### src/rtl/iot_sensor_pkg.sv
// Shared types and limits for the sensor-side I2C arbitration logic.
package iot_sensor_pkg;

    typedef enum logic [1:0] {
        ARB_IDLE,
        ARB_ISSUE,
        ARB_WAIT,
        ARB_RELEASE
    } arb_state_e;

    localparam int ARB_MAX_REQ         = 8;
    localparam int ARB_DEFAULT_TIMEOUT = 20000;
    localparam int ARB_ID_W            = $clog2(ARB_MAX_REQ);

endpackage

### src/rtl/rr_priority_pick.sv
// Combinational round-robin picker: first set bit of pending scanning from ptr upward,
// wrapping at NUM_REQ.
module rr_priority_pick
    import iot_sensor_pkg::*;
#(
    parameter int NUM_REQ = 3
) (
    input  logic [NUM_REQ-1:0]  pending,
    input  logic [ARB_ID_W-1:0] ptr,
    output logic [ARB_ID_W-1:0] winner,
    output logic                found
);

    logic [NUM_REQ-1:0] rotated;
    int                 sum;

    // Rotate so bit 0 is the ptr position; walking down means the lowest offset wins last.
    always_comb begin
        rotated = NUM_REQ'({pending, pending} >> ptr);
        winner  = '0;
        found   = 1'b0;
        sum     = 0;
        for (int k = NUM_REQ - 1; k >= 0; k--) begin
            if (rotated[k]) begin
                sum = int'(ptr) + k;
                if (sum >= NUM_REQ) begin
                    sum = sum - NUM_REQ;
                end
                winner = ARB_ID_W'(sum);
                found  = 1'b1;
            end
        end
    end

endmodule

### src/rtl/i2c_sensor_arbiter.sv
// Round-robin owner of the shared I2C master: replays the granted sensor's command
// once per byte and routes done/error/data back to that sensor only.
//   state       | meaning
//   ARB_IDLE    | no owner; pick next pending requester and latch its command
//   ARB_ISSUE   | one-cycle i2c_start for the current byte, watchdog cleared
//   ARB_WAIT    | wait for done / NACK / watchdog expiry
//   ARB_RELEASE | drop grant, advance round-robin pointer past the owner
module i2c_sensor_arbiter
    import iot_sensor_pkg::*;
#(
    parameter int NUM_REQ         = 3,
    parameter int BYTES_PER_GRANT = 2,
    parameter int TIMEOUT_CYCLES  = ARB_DEFAULT_TIMEOUT
) (
    input  logic                  clk,
    input  logic                  rst,
    input  logic [NUM_REQ-1:0]    req_start,
    input  logic [7*NUM_REQ-1:0]  req_addr,
    input  logic [NUM_REQ-1:0]    req_rw_n,
    input  logic [8*NUM_REQ-1:0]  req_wdata,
    output logic [7:0]            req_rdata,
    output logic [NUM_REQ-1:0]    req_done,
    output logic [NUM_REQ-1:0]    req_ack_error,
    output logic                  i2c_start,
    output logic [6:0]            i2c_addr,
    output logic                  i2c_rw_n,
    output logic [7:0]            i2c_wdata,
    input  logic [7:0]            i2c_rdata,
    input  logic                  i2c_done,
    input  logic                  i2c_ack_error,
    output logic                  grant_valid,
    output logic [ARB_ID_W-1:0]   grant_id,
    output logic [7:0]            timeout_count
);

    localparam int BC_W = (BYTES_PER_GRANT > 1) ? $clog2(BYTES_PER_GRANT) : 1;
    localparam int WD_W = (TIMEOUT_CYCLES > 1) ? $clog2(TIMEOUT_CYCLES) : 1;

    arb_state_e          state, state_nxt;
    logic [NUM_REQ-1:0]  pending;
    logic [ARB_ID_W-1:0] rr_ptr;
    logic [BC_W-1:0]     byte_cnt;
    logic [WD_W-1:0]     watchdog;
    logic [ARB_ID_W-1:0] winner;
    logic                found;
    logic [6:0]          sel_addr;
    logic                sel_rw_n;
    logic [7:0]          sel_wdata;
    logic [NUM_REQ-1:0]  owner_mask;
    logic [NUM_REQ-1:0]  clear_mask;
    logic                last_byte;
    logic                wd_expired;

    assign last_byte  = (byte_cnt == BC_W'(BYTES_PER_GRANT - 1));
    assign wd_expired = (watchdog == WD_W'(TIMEOUT_CYCLES - 1));

    rr_priority_pick #(
        .NUM_REQ (NUM_REQ)
    ) u_pick (
        .pending (pending),
        .ptr     (rr_ptr),
        .winner  (winner),
        .found   (found)
    );

    always_comb begin
        sel_addr   = '0;
        sel_rw_n   = 1'b0;
        sel_wdata  = '0;
        owner_mask = '0;
        clear_mask = '0;
        for (int i = 0; i < NUM_REQ; i++) begin
            if (winner == ARB_ID_W'(i)) begin
                sel_addr      = req_addr[7*i +: 7];
                sel_rw_n      = req_rw_n[i];
                sel_wdata     = req_wdata[8*i +: 8];
                clear_mask[i] = (state == ARB_IDLE) && found;
            end
            owner_mask[i] = (grant_id == ARB_ID_W'(i));
        end
    end

    always_ff @(posedge clk) begin
        if (rst) begin
            state <= ARB_IDLE;
        end else begin
            state <= state_nxt;
        end
    end

    always_comb begin
        state_nxt = state;
        case (state)
            ARB_IDLE:    if (found) state_nxt = ARB_ISSUE;
            ARB_ISSUE:   state_nxt = ARB_WAIT;
            ARB_WAIT: begin
                if (i2c_ack_error) begin
                    state_nxt = ARB_RELEASE;
                end else if (i2c_done) begin
                    state_nxt = last_byte ? ARB_RELEASE : ARB_ISSUE;
                end else if (wd_expired) begin
                    state_nxt = ARB_RELEASE;
                end
            end
            ARB_RELEASE: state_nxt = ARB_IDLE;
            default:     state_nxt = ARB_IDLE;
        endcase
    end

    always_comb begin
        i2c_start   = 1'b0;
        grant_valid = 1'b0;
        case (state)
            ARB_ISSUE: begin
                i2c_start   = 1'b1;
                grant_valid = 1'b1;
            end
            ARB_WAIT:  grant_valid = 1'b1;
            default:   ;
        endcase
    end

    // New request bits are OR-ed in after the clear, so a same-cycle re-request survives.
    always_ff @(posedge clk) begin
        if (rst) begin
            pending       <= '0;
            rr_ptr        <= '0;
            byte_cnt      <= '0;
            watchdog      <= '0;
            timeout_count <= '0;
            grant_id      <= '0;
            i2c_addr      <= '0;
            i2c_rw_n      <= 1'b0;
            i2c_wdata     <= '0;
            req_rdata     <= '0;
            req_done      <= '0;
            req_ack_error <= '0;
        end else begin
            pending       <= (pending & ~clear_mask) | req_start;
            req_done      <= '0;
            req_ack_error <= '0;
            case (state)
                ARB_IDLE: begin
                    if (found) begin
                        grant_id  <= winner;
                        i2c_addr  <= sel_addr;
                        i2c_rw_n  <= sel_rw_n;
                        i2c_wdata <= sel_wdata;
                        byte_cnt  <= '0;
                    end
                end
                ARB_ISSUE: watchdog <= '0;
                ARB_WAIT: begin
                    if (i2c_ack_error) begin
                        req_ack_error <= owner_mask;
                    end else if (i2c_done) begin
                        req_rdata <= i2c_rdata;
                        req_done  <= owner_mask;
                        if (!last_byte) begin
                            byte_cnt <= byte_cnt + 1'b1;
                        end
                    end else if (wd_expired) begin
                        req_ack_error <= owner_mask;
                        if (timeout_count != 8'hFF) begin
                            timeout_count <= timeout_count + 8'd1;
                        end
                    end else begin
                        watchdog <= watchdog + 1'b1;
                    end
                end
                ARB_RELEASE: begin
                    rr_ptr <= (grant_id == ARB_ID_W'(NUM_REQ - 1)) ? '0 : grant_id + 3'd1;
                end
                default: ;
            endcase
        end
    end

endmodule
### config.mk
export PLATFORM = sky130hd
export DESIGN_NAME = i2c_sensor_arbiter
export DESIGN_NICKNAME = d
export VERILOG_FILES = /design/src/rtl/iot_sensor_pkg.sv /design/src/rtl/rr_priority_pick.sv /design/src/rtl/i2c_sensor_arbiter.sv
export SDC_FILE = /design/constraint.sdc
export NUM_CORES = 1
export LEC_CHECK = 0
export BUFFER_PORTS_ARGS = -buffer_cell sky130_fd_sc_hd__buf_4
export CAP_MARGIN = 10
export CORE_ASPECT_RATIO = 1.1
export CORE_MARGIN = 4
export CORE_UTILIZATION = 44
export CTS_CLUSTER_SIZE = 40
export DETAILED_ROUTE_END_ITERATION = 10
export GPL_TIMING_DRIVEN = 0
export PLACE_DENSITY = 0.66
export REMOVE_ABC_BUFFERS = 1
export SETUP_SLACK_MARGIN = 0.02
export SYNTH_ARGS = -nofsm -noshare
export SYNTH_HDL_FRONTEND = slang
export SYNTH_SLANG_ARGS = --single-unit
### constraint.sdc
create_clock -name clk -period 3.4 [get_ports clk]
set_clock_uncertainty 0.15 [all_clocks]
set_input_delay 0.68 -clock clk [delete_from_list [all_inputs] [get_ports clk]]
set_output_delay 0.68 -clock clk [all_outputs]
set_load 0.02 [all_outputs]
==> impl_metrics.env <==
export IMPL_p_clk_share_pct=20.4
export IMPL_final_nets=576
export IMPL_crit_top_cell="ha_1"
export IMPL_synth_area_um2=3560
export IMPL_wire_per_inst_um=13.9
export IMPL_core_area_um2=7910
export IMPL_start_util_pct=45.0
export IMPL_yosysUniqueCellTypes=56
export IMPL_finalPower_mw=3.26
export IMPL_cts_root_buf="clkbuf_8"
export IMPL_grt_pass1_wl_um=13800
export IMPL_crit_arrival_ps=3220
export IMPL_clkTransAtPathRegs_ps=70
export IMPL_grt_use_total_pct=17.8
export IMPL_internal_power_mw=1.94
export IMPL_avgSynthCellArea_um2=8.91
export IMPL_layout_drive_gt1_share_pct=30.0
export IMPL_antenna_found_initial=0
export IMPL_cts_buffers=9
export IMPL_cp_start_kind="flip-flop"
export IMPL_switchingPower_mw=1.32
export IMPL_drtIter0Drc=77
export IMPL_rsz0062_at_grt="false"
export IMPL_postSynth_asyncResetShare_pct=0
export IMPL_portBuffers=105
export IMPL_dieArea_um2=9600
export IMPL_holdWs_ps=321
export IMPL_vdd_drop_max_uv=395
export IMPL_dp_hpwl_um=6340
export IMPL_grt_start_max_net_pins=39
export IMPL_yosysSeqAreaShare_pct=36.5
export IMPL_grt_overflow=0
export IMPL_finalHoldViolations=0
export IMPL_setup_tns_ps=0
export IMPL_yosys_warnings=0
export IMPL_p_seq_share_pct=32.8
export IMPL_cpMaxStageDelayCell="or4b_4"
export IMPL_diodes=0
export IMPL_p_comb_share_pct=46.8
export IMPL_worstSkewPairLatency_ps=340
export IMPL_place_area_um2=4380
export IMPL_required_ps=3500
export IMPL_grt_pass1_vias=3019
export IMPL_max_stage_delay_ps=640
export IMPL_final_area_um2=4620
export IMPL_fillCellCount=744
export IMPL_syn_to_final_growth_pct=29.6
export IMPL_slew_headroom_pct=25.5
export IMPL_grtUsageMet1_pct=20.3
export IMPL_finalWorstSetupSlack_ps=284
export IMPL_status="completed"
export IMPL_clockBufferDepth=2
export IMPL_cts_htree_levels=3
export IMPL_via_count=3150
export IMPL_finalSetupViolations=0
export IMPL_via_per_inst=5.16
export IMPL_drv_slew=0
export IMPL_worst_pin_slew_ps=1120
export IMPL_ant_nets=0
export IMPL_grt_busiest_layer="met2"
export IMPL_die_x_um=93.8
export IMPL_min_period_ps=3120
export IMPL_hold_path_class="flip-flop to flip-flop"
export IMPL_cts_tree="built"
export IMPL_clock_sinks=65
export IMPL_p_leak_nw=2.02
export IMPL_p_sw_share_pct=40.4
export IMPL_worstPathCellList="ha_1, ha_1, a21boi_2, a2111oi_2, nor3_2, buf_6, or4b_4, o221ai_1"
export IMPL_drv_cap=0
export IMPL_use_met2_pct=30.6
export IMPL_totalWireLength_um=8520
export IMPL_fmax_ghz=0.321
export IMPL_io_pin_count=106
export IMPL_powerDensity_nw_per_um2=706
export IMPL_timing_final_crit_share_pct=91.7
export IMPL_use_met3_pct=8.32
export IMPL_place_ws_ps=-544
export IMPL_first_pass_iters=4
export IMPL_dieHeight_um=102
export IMPL_synth_edf_count=0
export IMPL_worstSetupPathType="flip-flop to flip-flop"
export IMPL_gp_congestion=0.791
export IMPL_synth_seq_cells=65
export IMPL_path_max_fanout=20
export IMPL_hold_buffers=0
export IMPL_drc=0
export IMPL_critPathCaptureType="flip-flop"
export IMPL_ys_flop_type="dfxtp_1"
export IMPL_fp_row_count=34
export IMPL_netlist_instances=400
==> cells in the mapped netlist (all sizes together), types with 3 or more instances <==
cell    number  area [um2]
dfxtp       65        1300
nor2        55         206
nand2       40         153
mux2i       31         310
inv         26        97.6
o221ai      19         229
ha          15         188
buf         14         104
a21oi       12        63.8
xor2        11        96.3
nor3        10        50.1
xnor2        9        78.8
clkbuf       7        26.3
nand2b       7        43.8
nand3        7        35.0
a311oi       6        70.1
nand4        5        31.3
o21ai        5        25.0
a21boi       4        30.0
and4         4        37.5
nand3b       4        30.0
nor2b        4        25.0
nor4         4        25.0
and3         3        18.8
or3          3        18.8
==> layout by cell type, fill, tap and decap left out, types with 3 or more instances in the layout <==
cell / netlist / final
and4_1: 3 / 3
ha_1: 15 / 15
o21ai_0: 5 / 5
nand2_1: 39 / 39
nor3_1: 10 / 9
nand2b_1: 7 / 7
dfxtp_2: 0 / 3
xnor2_1: 9 / 9
inv_6: 0 / 3
nor2b_1: 4 / 4
clkbuf_8: 0 / 9
nor4_1: 4 / 4
xor2_1: 11 / 11
inv_1: 25 / 25
nand3b_1: 4 / 4
mux2i_1: 31 / 31
a21oi_1: 11 / 11
nand4_1: 5 / 5
o221ai_1: 9 / 9
and3_1: 3 / 3
buf_4: 2 / 105
nor2_1: 55 / 55
o221ai_2: 10 / 10
nand3_1: 7 / 7
a311oi_1: 5 / 5
or3_1: 3 / 3
dfxtp_1: 65 / 62
==> per-layer routing <==
metal  vias to the layer above  wire (um)
met3                         4        776
met2                        86       4190
met1                      1451       3500
met4                         0         55
li1                       1609          -
met5                         -          0
==> what timing repair did <==
action,in CTS,in global routing
gates resized for setup,5,3
setup buffers,1,0
setup endpoints to repair,16,16
==> through the flow <==
step,std cells,utilization (%)
after floorplan,379,-
after global placement,592,55.1
after detailed placement,594,55.4
after CTS,611,58.3
after global routing,611,58.4
final,611,58.4
==> cell families after synthesis <==
group | share of synthesized area, %
multiplexers | 9.34
adder cells (fa/ha/maj) | 5.27
XOR/XNOR | 4.92
buffers and inverters | 6.39
flip-flops | 36.5
AND/OR/NAND/NOR | 21.8
AO/OA/AOI/OAI | 15.8
==> area by class of cell <==
| class | count | area, um2 | area share [%] |
|---|---|---|---|
| Clock buffer | 9 | 124 | 2.68 |
| Tap cell | 108 | 135 | 2.93 |
| Timing Repair Buffer | 108 | 831 | 18.0 |
| Clock inverter | 7 | 75.1 | 1.63 |
| Multi-Input combinational cell | 288 | 2050 | 44.4 |
| Sequential cell | 65 | 1310 | 28.3 |
| Inverter | 26 | 97.6 | 2.11 |
==> power by group through the flow <==
stage	combinational (mW)	clock, mW	sequential [mW]
6_report	1.53	0.665	1.07
5_1_grt	1.67	0.720	1.09
4_1_cts	1.54	0.682	1.07
3_5_place_dp	1.51	0	1.08
3_3_place_gp	1.46	0	1.08
2_1_floorplan	0.871	0	1.19
==> critical path: cells and delay by family, from the launching register on <==
family / cells / cell delay (ps)
compound gates: 3 / 860
simple gates: 2 / 720
flops: 1 / 580
fa+ha+maj: 2 / 550
buf+inv: 1 / 170
==> sequential cells by signal, summed over array words and instances, names as in the netlist <==
name	cells
byte_cnt	1
grant_id	3
i2c_addr	7
i2c_rw_n	1
i2c_wdata	8
pending	3
req_ack_error	3
req_done	3
req_rdata	8
rr_ptr	3
state	2
timeout_count	8
watchdog	15
==> worst paths after layout <==
check	start	to	slack, ps	depth (start not counted)
max	rr_ptr[0]$_SDFFE_PP0N_	i2c_wdata[2]$_SDFFE_PP0N_	280	8
min	i2c_addr[3]$_SDFFE_PP0N_	i2c_addr[3]$_SDFFE_PP0N_	320	2
max reg2reg	rr_ptr[0]$_SDFFE_PP0N_	i2c_wdata[2]$_SDFFE_PP0N_	280	8
min reg2reg	i2c_addr[3]$_SDFFE_PP0N_	i2c_addr[3]$_SDFFE_PP0N_	320	2
(Power assumes the default switching activity.)
